$ cat src/rtl/reaction_game_ctrl_pkg.sv
// reaction_game_ctrl_pkg: state and winner codes shared by the reaction game sequencer.
package reaction_game_ctrl_pkg;
  typedef enum logic [2:0] {
    ST_IDLE      = 3'd0,
    ST_WAIT      = 3'd1,
    ST_GO        = 3'd2,
    ST_RESULT    = 3'd3,
    ST_FOUL      = 3'd4,
    ST_MATCH_END = 3'd5
  } state_e;
  typedef enum logic [1:0] {
    WIN_NONE = 2'b00,
    WIN_A    = 2'b01,
    WIN_B    = 2'b10,
    WIN_TIE  = 2'b11
  } win_e;
endpackage

$ cat src/rtl/reaction_game_ctrl_btn_rise.sv
// btn_rise: rising-edge detector whose history resets high so a button held through reset gives no edge.
module btn_rise (
  input  logic clk_in,
  input  logic rst,
  input  logic btn,
  output logic rise
);
  logic prev_q, prev_d;
  always_comb prev_d = btn;
  always_ff @(posedge clk_in) prev_q <= rst ? 1'b1 : prev_d;
  assign rise = btn & ~prev_q;
endmodule

$ cat src/rtl/reaction_game_ctrl.sv
// reaction_game_ctrl: round sequencer, ms prescaler, arm delay, reaction timer and match scoring.
module reaction_game_ctrl
  import reaction_game_ctrl_pkg::*;
#(
  parameter int TICK_DIV     = 50000,
  parameter int ARM_DELAY_MS = 2000,
  parameter int MAX_MS       = 999,
  parameter int SCORE_MAX    = 9
) (
  input  logic       clk_in,
  input  logic       rst,
  input  logic       btn_a,
  input  logic       btn_b,
  input  logic       btn_start,
  output logic       count_clr,
  output logic       count_en,
  output logic       ms_tick,
  output logic [9:0] elapsed_ms,
  output logic [1:0] winner,
  output logic       false_start,
  output logic [3:0] score_a,
  output logic [3:0] score_b,
  output logic [2:0] state_o
);
  localparam int PW = $clog2(TICK_DIV + 1);
  localparam int DW = $clog2(ARM_DELAY_MS + 1);
  state_e        state_q, state_d;
  win_e          win_q, win_d;
  logic [PW-1:0] pre_q, pre_d;
  logic [DW-1:0] dly_q, dly_d;
  logic [9:0]    el_q, el_d;
  logic [3:0]    sa_q, sa_d, sb_q, sb_d;
  logic          clr_q, clr_d, mst_q, mst_d, en_q, en_d, fs_q, fs_d;
  logic          rise_a, rise_b, rise_s, run, tick, pt_a, pt_b;
  btn_rise u_rise_a (.clk_in(clk_in), .rst(rst), .btn(btn_a),     .rise(rise_a));
  btn_rise u_rise_b (.clk_in(clk_in), .rst(rst), .btn(btn_b),     .rise(rise_b));
  btn_rise u_rise_s (.clk_in(clk_in), .rst(rst), .btn(btn_start), .rise(rise_s));
  assign run  = state_q == ST_WAIT || state_q == ST_GO;
  assign tick = run && pre_q == PW'(TICK_DIV - 1);
  // In WAIT a press is a foul, so the point goes to the opponent.
  assign pt_a = state_q == ST_GO ? rise_a & ~rise_b : rise_b & ~rise_a;
  assign pt_b = state_q == ST_GO ? rise_b & ~rise_a : rise_a & ~rise_b;
  always_comb begin
    state_d = state_q;
    win_d   = win_q;
    el_d    = el_q;
    dly_d   = dly_q;
    sa_d    = sa_q;
    sb_d    = sb_q;
    clr_d   = 1'b0;
    mst_d   = 1'b0;
    pre_d   = tick ? '0 : run ? pre_q + 1'b1 : pre_q;
    case (state_q)
      ST_IDLE, ST_RESULT, ST_FOUL:
        if (rise_s) begin
          state_d = ST_WAIT;
          win_d   = WIN_NONE;
          el_d    = '0;
          dly_d   = '0;
          pre_d   = '0;
          clr_d   = 1'b1;
        end
      ST_WAIT, ST_GO:
        if (rise_a | rise_b) begin
          win_d   = pt_a ? WIN_A : pt_b ? WIN_B : WIN_TIE;
          sa_d    = sa_q + 4'(pt_a);
          sb_d    = sb_q + 4'(pt_b);
          state_d = (pt_a && sa_d == 4'(SCORE_MAX)) || (pt_b && sb_d == 4'(SCORE_MAX)) ? ST_MATCH_END :
                    state_q == ST_GO ? ST_RESULT : ST_FOUL;
        end else if (state_q == ST_GO) begin
          if (el_q == 10'(MAX_MS)) begin
            state_d = ST_RESULT;
            win_d   = WIN_NONE;
          end else if (tick) begin
            mst_d = 1'b1;
            el_d  = el_q + 1'b1;
          end
        end else if (tick) begin
          dly_d = dly_q + 1'b1;
          if (dly_q == DW'(ARM_DELAY_MS - 1)) begin
            state_d = ST_GO;
            pre_d   = '0;
          end
        end
      ST_MATCH_END:
        if (rise_s) begin
          state_d = ST_IDLE;
          win_d   = WIN_NONE;
          el_d    = '0;
          sa_d    = '0;
          sb_d    = '0;
        end
      default: state_d = ST_IDLE;
    endcase
    en_d = state_d == ST_GO;
    fs_d = state_d == ST_FOUL;
  end
  always_ff @(posedge clk_in) begin
    if (rst) begin
      state_q <= ST_IDLE;
      win_q   <= WIN_NONE;
      pre_q   <= '0;
      dly_q   <= '0;
      el_q    <= '0;
      sa_q    <= '0;
      sb_q    <= '0;
      clr_q   <= 1'b0;
      mst_q   <= 1'b0;
      en_q    <= 1'b0;
      fs_q    <= 1'b0;
    end else begin
      state_q <= state_d;
      win_q   <= win_d;
      pre_q   <= pre_d;
      dly_q   <= dly_d;
      el_q    <= el_d;
      sa_q    <= sa_d;
      sb_q    <= sb_d;
      clr_q   <= clr_d;
      mst_q   <= mst_d;
      en_q    <= en_d;
      fs_q    <= fs_d;
    end
  end
  assign count_clr   = clr_q;
  assign count_en    = en_q;
  assign ms_tick     = mst_q;
  assign elapsed_ms  = el_q;
  assign winner      = win_q;
  assign false_start = fs_q;
  assign score_a     = sa_q;
  assign score_b     = sb_q;
  assign state_o     = state_q;
endmodule

$ cat config.mk
export PLATFORM = sky130hd
export DESIGN_NAME = reaction_game_ctrl
export DESIGN_NICKNAME = d
export VERILOG_FILES = /design/src/rtl/reaction_game_ctrl_pkg.sv /design/src/rtl/reaction_game_ctrl_btn_rise.sv /design/src/rtl/reaction_game_ctrl.sv
export SDC_FILE = /design/constraint.sdc
export NUM_CORES = 1
export LEC_CHECK = 0
export BUFFER_PORTS_ARGS = -buffer_cell sky130_fd_sc_hd__buf_2
export CAP_MARGIN = 20
export CORE_ASPECT_RATIO = 0.75
export CORE_MARGIN = 10
export CORE_UTILIZATION = 60
export DETAILED_ROUTE_END_ITERATION = 8
export PLACE_DENSITY = 0.92
export SLEW_MARGIN = 20
export SYNTH_ARGS = -nofsm -noshare
export SYNTH_HDL_FRONTEND = slang
export SYNTH_SLANG_ARGS = --single-unit
export TNS_END_PERCENT = 1
$ cat constraint.sdc
create_clock -name clk_in -period 6.1 [get_ports clk_in]
set_input_delay 0.305 -clock clk_in [delete_from_list [all_inputs] [get_ports clk_in]]
set_output_delay 0.305 -clock clk_in [all_outputs]
set_load 0.01 [all_outputs]
==> flow_summary_export.csv, run 1 <==
group,metric,value,unit
timing,setup_viol,0,
clock_tree,numCtsBuffers,9,
synthesis,yosysSeqAreaShare,38.5,%
timing,whs,177,ps
synthesis,synth_nets,363,
global_routing,antenna_found_initial,0,
worst_setup_path,critical_path_class,"reg2reg",
clock_tree,clkSinkCount,57,
synthesis,synth-compound-area-share,13.2,%
clock_tree,clk_path_buf_depth,2,
synthesis,yosys.area_share.xor_xnor,9.76,%
synthesis,avgSynthCellArea,8.44,µm²
clock_tree,cts_resized,0,
synthesis,synth.distinct_cells,51,
global_routing,grt_pass1_wl,11.3,mm
timing,slew_headroom,51.1,%
synthesis,yosys.area.top_type,"dfxtp_1",
synthesis,synthCells,351,
cells_and_area,n_fill_cell,400,
synthesis,synthArstFlopShare,0,%
power,p_total,795,µW
timing,skew,7.15,ps
timing,worstMarginPinSlew,731,ps
synthesis,synth_top_family_by_area,"simple AND/OR/NAND/NOR gates",
worst_setup_path,critPathMaxFanout,15,
drt,antenna_left,0,
hold_path,holdCritPathClass,"in2reg",
synthesis,synth_top_cell_area_share,38.5,%
timing,rsz0062_at_grt,"no",
clock_tree,cts_root_buf,"clkbuf_8",
timing,hold_viol,0,
cells_and_area,nNetsFinal,393,
floorplanning,fp.dieW,101,µm
power,vdd_drop_max,0.172,mV
cells_and_area,final_common_cell,"dfxtp_1",
power,p_per_area,238,nW/µm²
global_routing,grt-ovfl-total,0,
drt,wl,6.48,mm
outcome,status,"complete, no violations",
global_routing,grt_pass1_vias,2532,
clock_tree,cts.clk_slew.worst_paths,60,ps
floorplanning,rows,22,
worst_setup_path,cp_slowest_stage_delay,620,ps
timing,fin_crit,3300,ps
worst_setup_path,rrSetupSlack,2800,ps
cells_and_area,most-common-layout-cells,"dfxtp_1 (57), nor2_1 (51), buf_2 (31)",
cells_and_area,layout-drive-gt1-share,16.3,%
clock_tree,cts_setup_buffers,0,
drt,post_drt_wl_per_cell,14.5,µm
synthesis,synthSimpleGateAreaFrac,32.4,%
worst_setup_path,critPathCaptureType,"flip-flop",
worst_setup_path,cp.arrival,3510,ps
synthesis,synth_fa_ha_area_share,3.29,%
worst_setup_path,path_buf_inv,0,
worst_setup_path,path_delay_family,"simple AND/OR/NAND/NOR gates",
placed_design,portBuffers,31,
worst_setup_path,startpoint_type,"flip-flop",
synthesis,synth_top_flop_cell,"dfxtp_1",
global_routing,grt.total_usage,16.8,%
worst_setup_path,cp.required,6310,ps
timing,fin_tns_setup,0,ps
placed_design,dp_hpwl,4.66,mm
drt,via_per_inst,5.88,
clock_tree,cts_tree,"yes",
placed_design,gp_congestion,0.910,
synthesis,ys_warn_count,0,
timing,max_freq,303,MHz
clock_tree,cts_max_level,3,
synthesis,ys_ff_latch,57,
synthesis,synth-edff-count,0,
cells_and_area,fin_cells,446,
power,power_leakage,1.28,nW
cells_and_area,fin_util,69.0,%
global_routing,grt_start_max_net_pins,24,
synthesis,synthMuxAreaShare,0,%
worst_setup_path,crit_chain,"nor3b_1 -> nor3_1 -> or2_2 -> ha_1 -> ha_1 -> xor2_1 -> nor3b_1 -> o211ai_1 -> o311ai_0 -> a211o_1 -> nor2b_1",
synthesis,synthesis.area,2960,µm²
drt,drc_errors,0,
drt,drtIter0Drc,133,
synthesis,synth_area_leaders,"dfxtp_1 (39%), nor2_1 (6.5%), xor2_1 (5.0%)",
drt,drt_pass1_iterations,5,
floorplanning,start_util,61.2,%
floorplanning,fp.dieH,80.9,µm
clock_tree,clk_latency,330,ps
timing,min_period_over_period,54.2,%
timing,slew_violations,0,
floorplanning,ios,32,
clock_tree,hold_buffers,0,
worst_setup_path,critical-path-slowest-cell,"dfxtp_1",
floorplanning,die-area,8180,µm²
drt,via_count,2621,
cells_and_area,syn_to_final_growth,12.8,%
cells_and_area,antenna_cells,0,
floorplanning,core,4840,µm²
placed_design,place_inst,430,
flow_run,drv_cap,0,
worst register-to-register path, delay by kind of cell (launching register included):
family / cells / cell delay, ps
AOI/OAI and AO/OA: 3 / 680
xor gates and xnor gates: 1 / 180
adders and majority gates: 2 / 420
DFF: 1 / 620
and+or+nand+nor: 5 / 1300
through the flow:
| stage | area (µm²) | setup WS, ps |
|---|---|---|
| floorplan | 2960 | 3400 |
| global placement | 3140 | 3050 |
| detailed placement | 3140 | 2920 |
| CTS | 3340 | 2850 |
| global route | 3340 | 2630 |
| finish | 3340 | 2800 |
synthesized netlist by cell type (all sizes together), types with 5 or more instances:
library cell and n:
nor2b 9, nand2b 8, xor2 17, nand2 27, nand3 18, o21ai 12
a211oi 5, ha 7, nor3 15, or2 8, dfxtp 57, clkbuf 10
nor2 51, a21oi 11, nand4 8, nor4 7, xnor2 16, a22oi 10
per-layer routing:
layer,vias up,global-route usage (%),share of wire (%)
met4,0,6.25,1.7
li1,1316,-,-
met2,86,27.3,47
met5,-,0,0
met3,10,5.34,5.8
met1,1209,20.5,46
kinds of logic (layout without fill, tap and decap cells):
logic type	count (synthesis)	count (layout)
buffers and inverters	17	52
AO/OA/AOI/OAI	56	56
adder cells (fa/ha/maj)	8	8
flip-flops	57	57
XOR/XNOR	33	33
AND/OR/NAND/NOR	180	180
state kept, by name, indices dropped and copies added (netlist names), 2 cells and up:
signal      count
elapsed_ms     10
dly_q          11
winner          2
score_b         4
pre_q          16
state_o         3
score_a         4
layout make-up:
| class | instances | area [µm²] | area share (%) |
|---|---|---|---|
| Multi-Input combinational cell | 277 | 1740 | 52.0 |
| Inverter | 3 | 11.3 | 0.337 |
| Clock inverter | 2 | 35.0 | 1.05 |
| Timing Repair Buffer | 33 | 170 | 5.09 |
| Tap cell | 60 | 75.1 | 2.25 |
| Sequential cell | 57 | 1140 | 34.1 |
| Clock buffer | 14 | 173 | 5.16 |
worst paths after layout:
| check | from | end | cells after the start |
|---|---|---|---|
| max | state_o[1]$_SDFF_PP0_ | state_o[0]$_SDFF_PP0_ | 11 |
| min | btn_start | u_rise_s.prev_q$_SDFF_PP1_ | 2 |
| max reg2reg | state_o[1]$_SDFF_PP0_ | state_o[0]$_SDFF_PP0_ | 11 |
| min reg2reg | elapsed_ms[1]$_SDFFE_PP0P_ | elapsed_ms[1]$_SDFFE_PP0P_ | 2 |
power breakdown:
part,internal (mW),switching [mW]
logic,0.0171,0.0319
registers,0.377,0.00520
clock network,0.222,0.142
total,0.616,0.179
Note: power is estimated with default switching activity, not from simulation.
==> run 2, diff against run 1 <==
CORE_UTILIZATION = 58   (was 60)
PLACE_DENSITY = 0.9   (was 0.92)
clock period = 3.4 ns   (was 6.1 ns; I/O delays follow)
==> run 2 against run 1 <==
  * Wire length up 0.79%
  * Design area down 0.30%
  * Critical endpoint unchanged
  * Highest routed layer unchanged
  * Global-route usage down 0.50 points
  * Maximum frequency up 9.1%
  * Sequential cell count unchanged
  * Clock skew about the same
  * Count of clock-buffer cells in the layout down 4
  * Critical path type unchanged
  * Sequential power up 79%
  * Clock power up 66%
  * Combinational power up 81%
  * Worst setup slack worse by 2400 ps
  * Final cell count unchanged
==> flow_summary_export.csv, run 2 (same netlist as run 1, synthesis figures left out) <==
group,metric,value,unit
outcome,status,"complete, no violations",
flow_run,drv_cap,0,
global_routing,grt.total_usage,16.3,%
worst_setup_path,critPathMaxFanout,15,
worst_setup_path,startpoint,"state_o[1]$_SDFF_PP0_",
floorplanning,fp.dieW,103,µm
power,p_per_area,413,nW/µm²
timing,fin_tns_setup,0,ps
clock_tree,numCtsBuffers,9,
clock_tree,cts_setup_buffers,0,
worst_setup_path,rrSetupSlack,370,ps
worst_setup_path,critPathCaptureType,"flip-flop",
floorplanning,die-area,8400,µm²
power,vdd_drop_max,0.266,mV
clock_tree,clkSinkCount,57,
worst_setup_path,startpoint_type,"flip-flop",
drt,post_drt_wl_per_cell,14.6,µm
timing,whs,37.4,ps
worst_setup_path,worstRegToRegCells,11,
timing,max_freq,330,MHz
worst_setup_path,cp.arrival,3250,ps
timing,min_period_over_period,89.1,%
cells_and_area,top_register,"pre_q",
timing,slew_violations,0,
placed_design,place_ws,419,ps
timing,setup_slack,371,ps
clock_tree,cts.clk_slew.worst_paths,70,ps
clock_tree,cts_tree,"yes",
drt,drt_pass1_iterations,4,
placed_design,gp_congestion,0.866,
placed_design,dp_hpwl,4.67,mm
cells_and_area,n_fill_cell,414,
timing,hold_viol,0,
clock_tree,cts_resized,0,
timing,setup_viol,0,
cells_and_area,final_common_cell,"dfxtp_1",
timing,worstMarginPinSlew,776,ps
floorplanning,start_util,60.1,%
global_routing,antenna_found_initial,0,
drt,drtIter0Drc,150,
global_routing,grt_pass1_vias,2416,
cells_and_area,most-common-layout-cells,"dfxtp_1 (57), nor2_1 (51), buf_2 (31)",
worst_setup_path,cp.required,3620,ps
clock_tree,clk_path_buf_depth,2,
floorplanning,rows,22,
floorplanning,core,4930,µm²
drt,antenna_left,0,
cells_and_area,layout-drive-gt1-share,16.8,%
floorplanning,fp.dieH,81.9,µm
worst_setup_path,critPathCapture,"state_o[0]$_SDFF_PP0_",
drt,drc_errors,0,
cells_and_area,antenna_cells,0,
drt,wl,6.53,mm
timing,slew_headroom,48.1,%
power,power_leakage,1.28,nW
clock_tree,cts_max_level,3,
hold_path,holdCritPathClass,"in2reg",
power,p_total,1.38,mW
global_routing,grt-ovfl-total,0,
cells_and_area,largest_register_ffs,16,
timing,fin_crit,3030,ps
drt,via_per_inst,5.84,
cells_and_area,syn_to_final_growth,12.5,%
global_routing,grt_pass1_wl,11.1,mm
drt,via_count,2605,
clock_tree,hold_buffers,0,
clock_tree,cts_root_buf,"clkbuf_8",
worst_setup_path,r2r-start,"state_o[1]$_SDFF_PP0_",
timing,skew,7.22,ps
placed_design,portBuffers,31,
timing,rsz0062_at_grt,"no",
cells_and_area,nNetsFinal,395,
floorplanning,ios,32,
global_routing,grt_start_max_net_pins,24,
worst_setup_path,r2r-end,"state_o[0]$_SDFF_PP0_",
clock_tree,clk_latency,340,ps
worst_setup_path,critical_path_class,"reg2reg",
-- run 2: cell count changes in the layout (fill, tap and decap cells not counted), sizes merged --
| cell | previous run | this run |
|---|---|---|
| buf | 33 | 35 |
| clkinv | 1 | 3 |
| clkbuf | 14 | 10 |
-- run 2: layer usage --
| metal | vias up | wire (µm) | track usage [%] |
|---|---|---|---|
| met4 | 0 | 75 | 4.92 |
| met2 | 80 | 2980 | 25.8 |
| met5 | - | 0 | 0 |
| li1 | 1312 | - | - |
| met1 | 1203 | 3100 | 20.3 |
| met3 | 10 | 376 | 6.04 |
-- run 2: metrics by stage --
step                      std cells  instance area, µm²  utilization (%)
after global routing            446                3330             67.6
final                           446                3330             67.6
after floorplan                 351                2960                -
after global placement          432                3150             63.9
after detailed placement        432                3150             63.9
after CTS                       446                3330             67.6
-- run 2: worst min path at each step --
stage / end / from / cells past startpoint
after floorplan: state_o[1]$_SDFF_PP0_ / rst / 1
after global placement: u_rise_s.prev_q$_SDFF_PP1_ / btn_start / 2
after detailed placement: u_rise_s.prev_q$_SDFF_PP1_ / btn_start / 2
after CTS: u_rise_s.prev_q$_SDFF_PP1_ / btn_start / 2
after global routing: u_rise_s.prev_q$_SDFF_PP1_ / btn_start / 2
final: u_rise_s.prev_q$_SDFF_PP1_ / btn_start / 2
-- run 2: layout make-up --
type                            count  area (µm²)  share of cell area (%)
Tap cell                           60        75.1                    2.25
Clock inverter                      4        45.0                    1.35
Sequential cell                    57        1140                    34.2
Timing Repair Buffer               35         185                    5.56
Inverter                            3        11.3                   0.338
Clock buffer                       10         138                    4.13
Multi-Input combinational cell    277        1740                    52.1
-- run 2: power breakdown --
group / internal (mW) / leakage, nW / switching, mW
logic: 0.0309 / 0.723 / 0.0580
clock network: 0.346 / 0.0978 / 0.255
registers: 0.677 / 0.461 / 0.00857
total: 1.05 / 1.28 / 0.322
-- run 2: worst max-delay path, stage by stage, from the launching register on --
cell and delay (ps):
dfxtp_1 600, or3b_2 520, nor3_1 240, or2_2 150, ha_1 150, ha_1 210, xor2_1 160, nor3b_1 70
o211ai_1 110, o311ai_0 190, a211o_1 360, nor2b_1 140
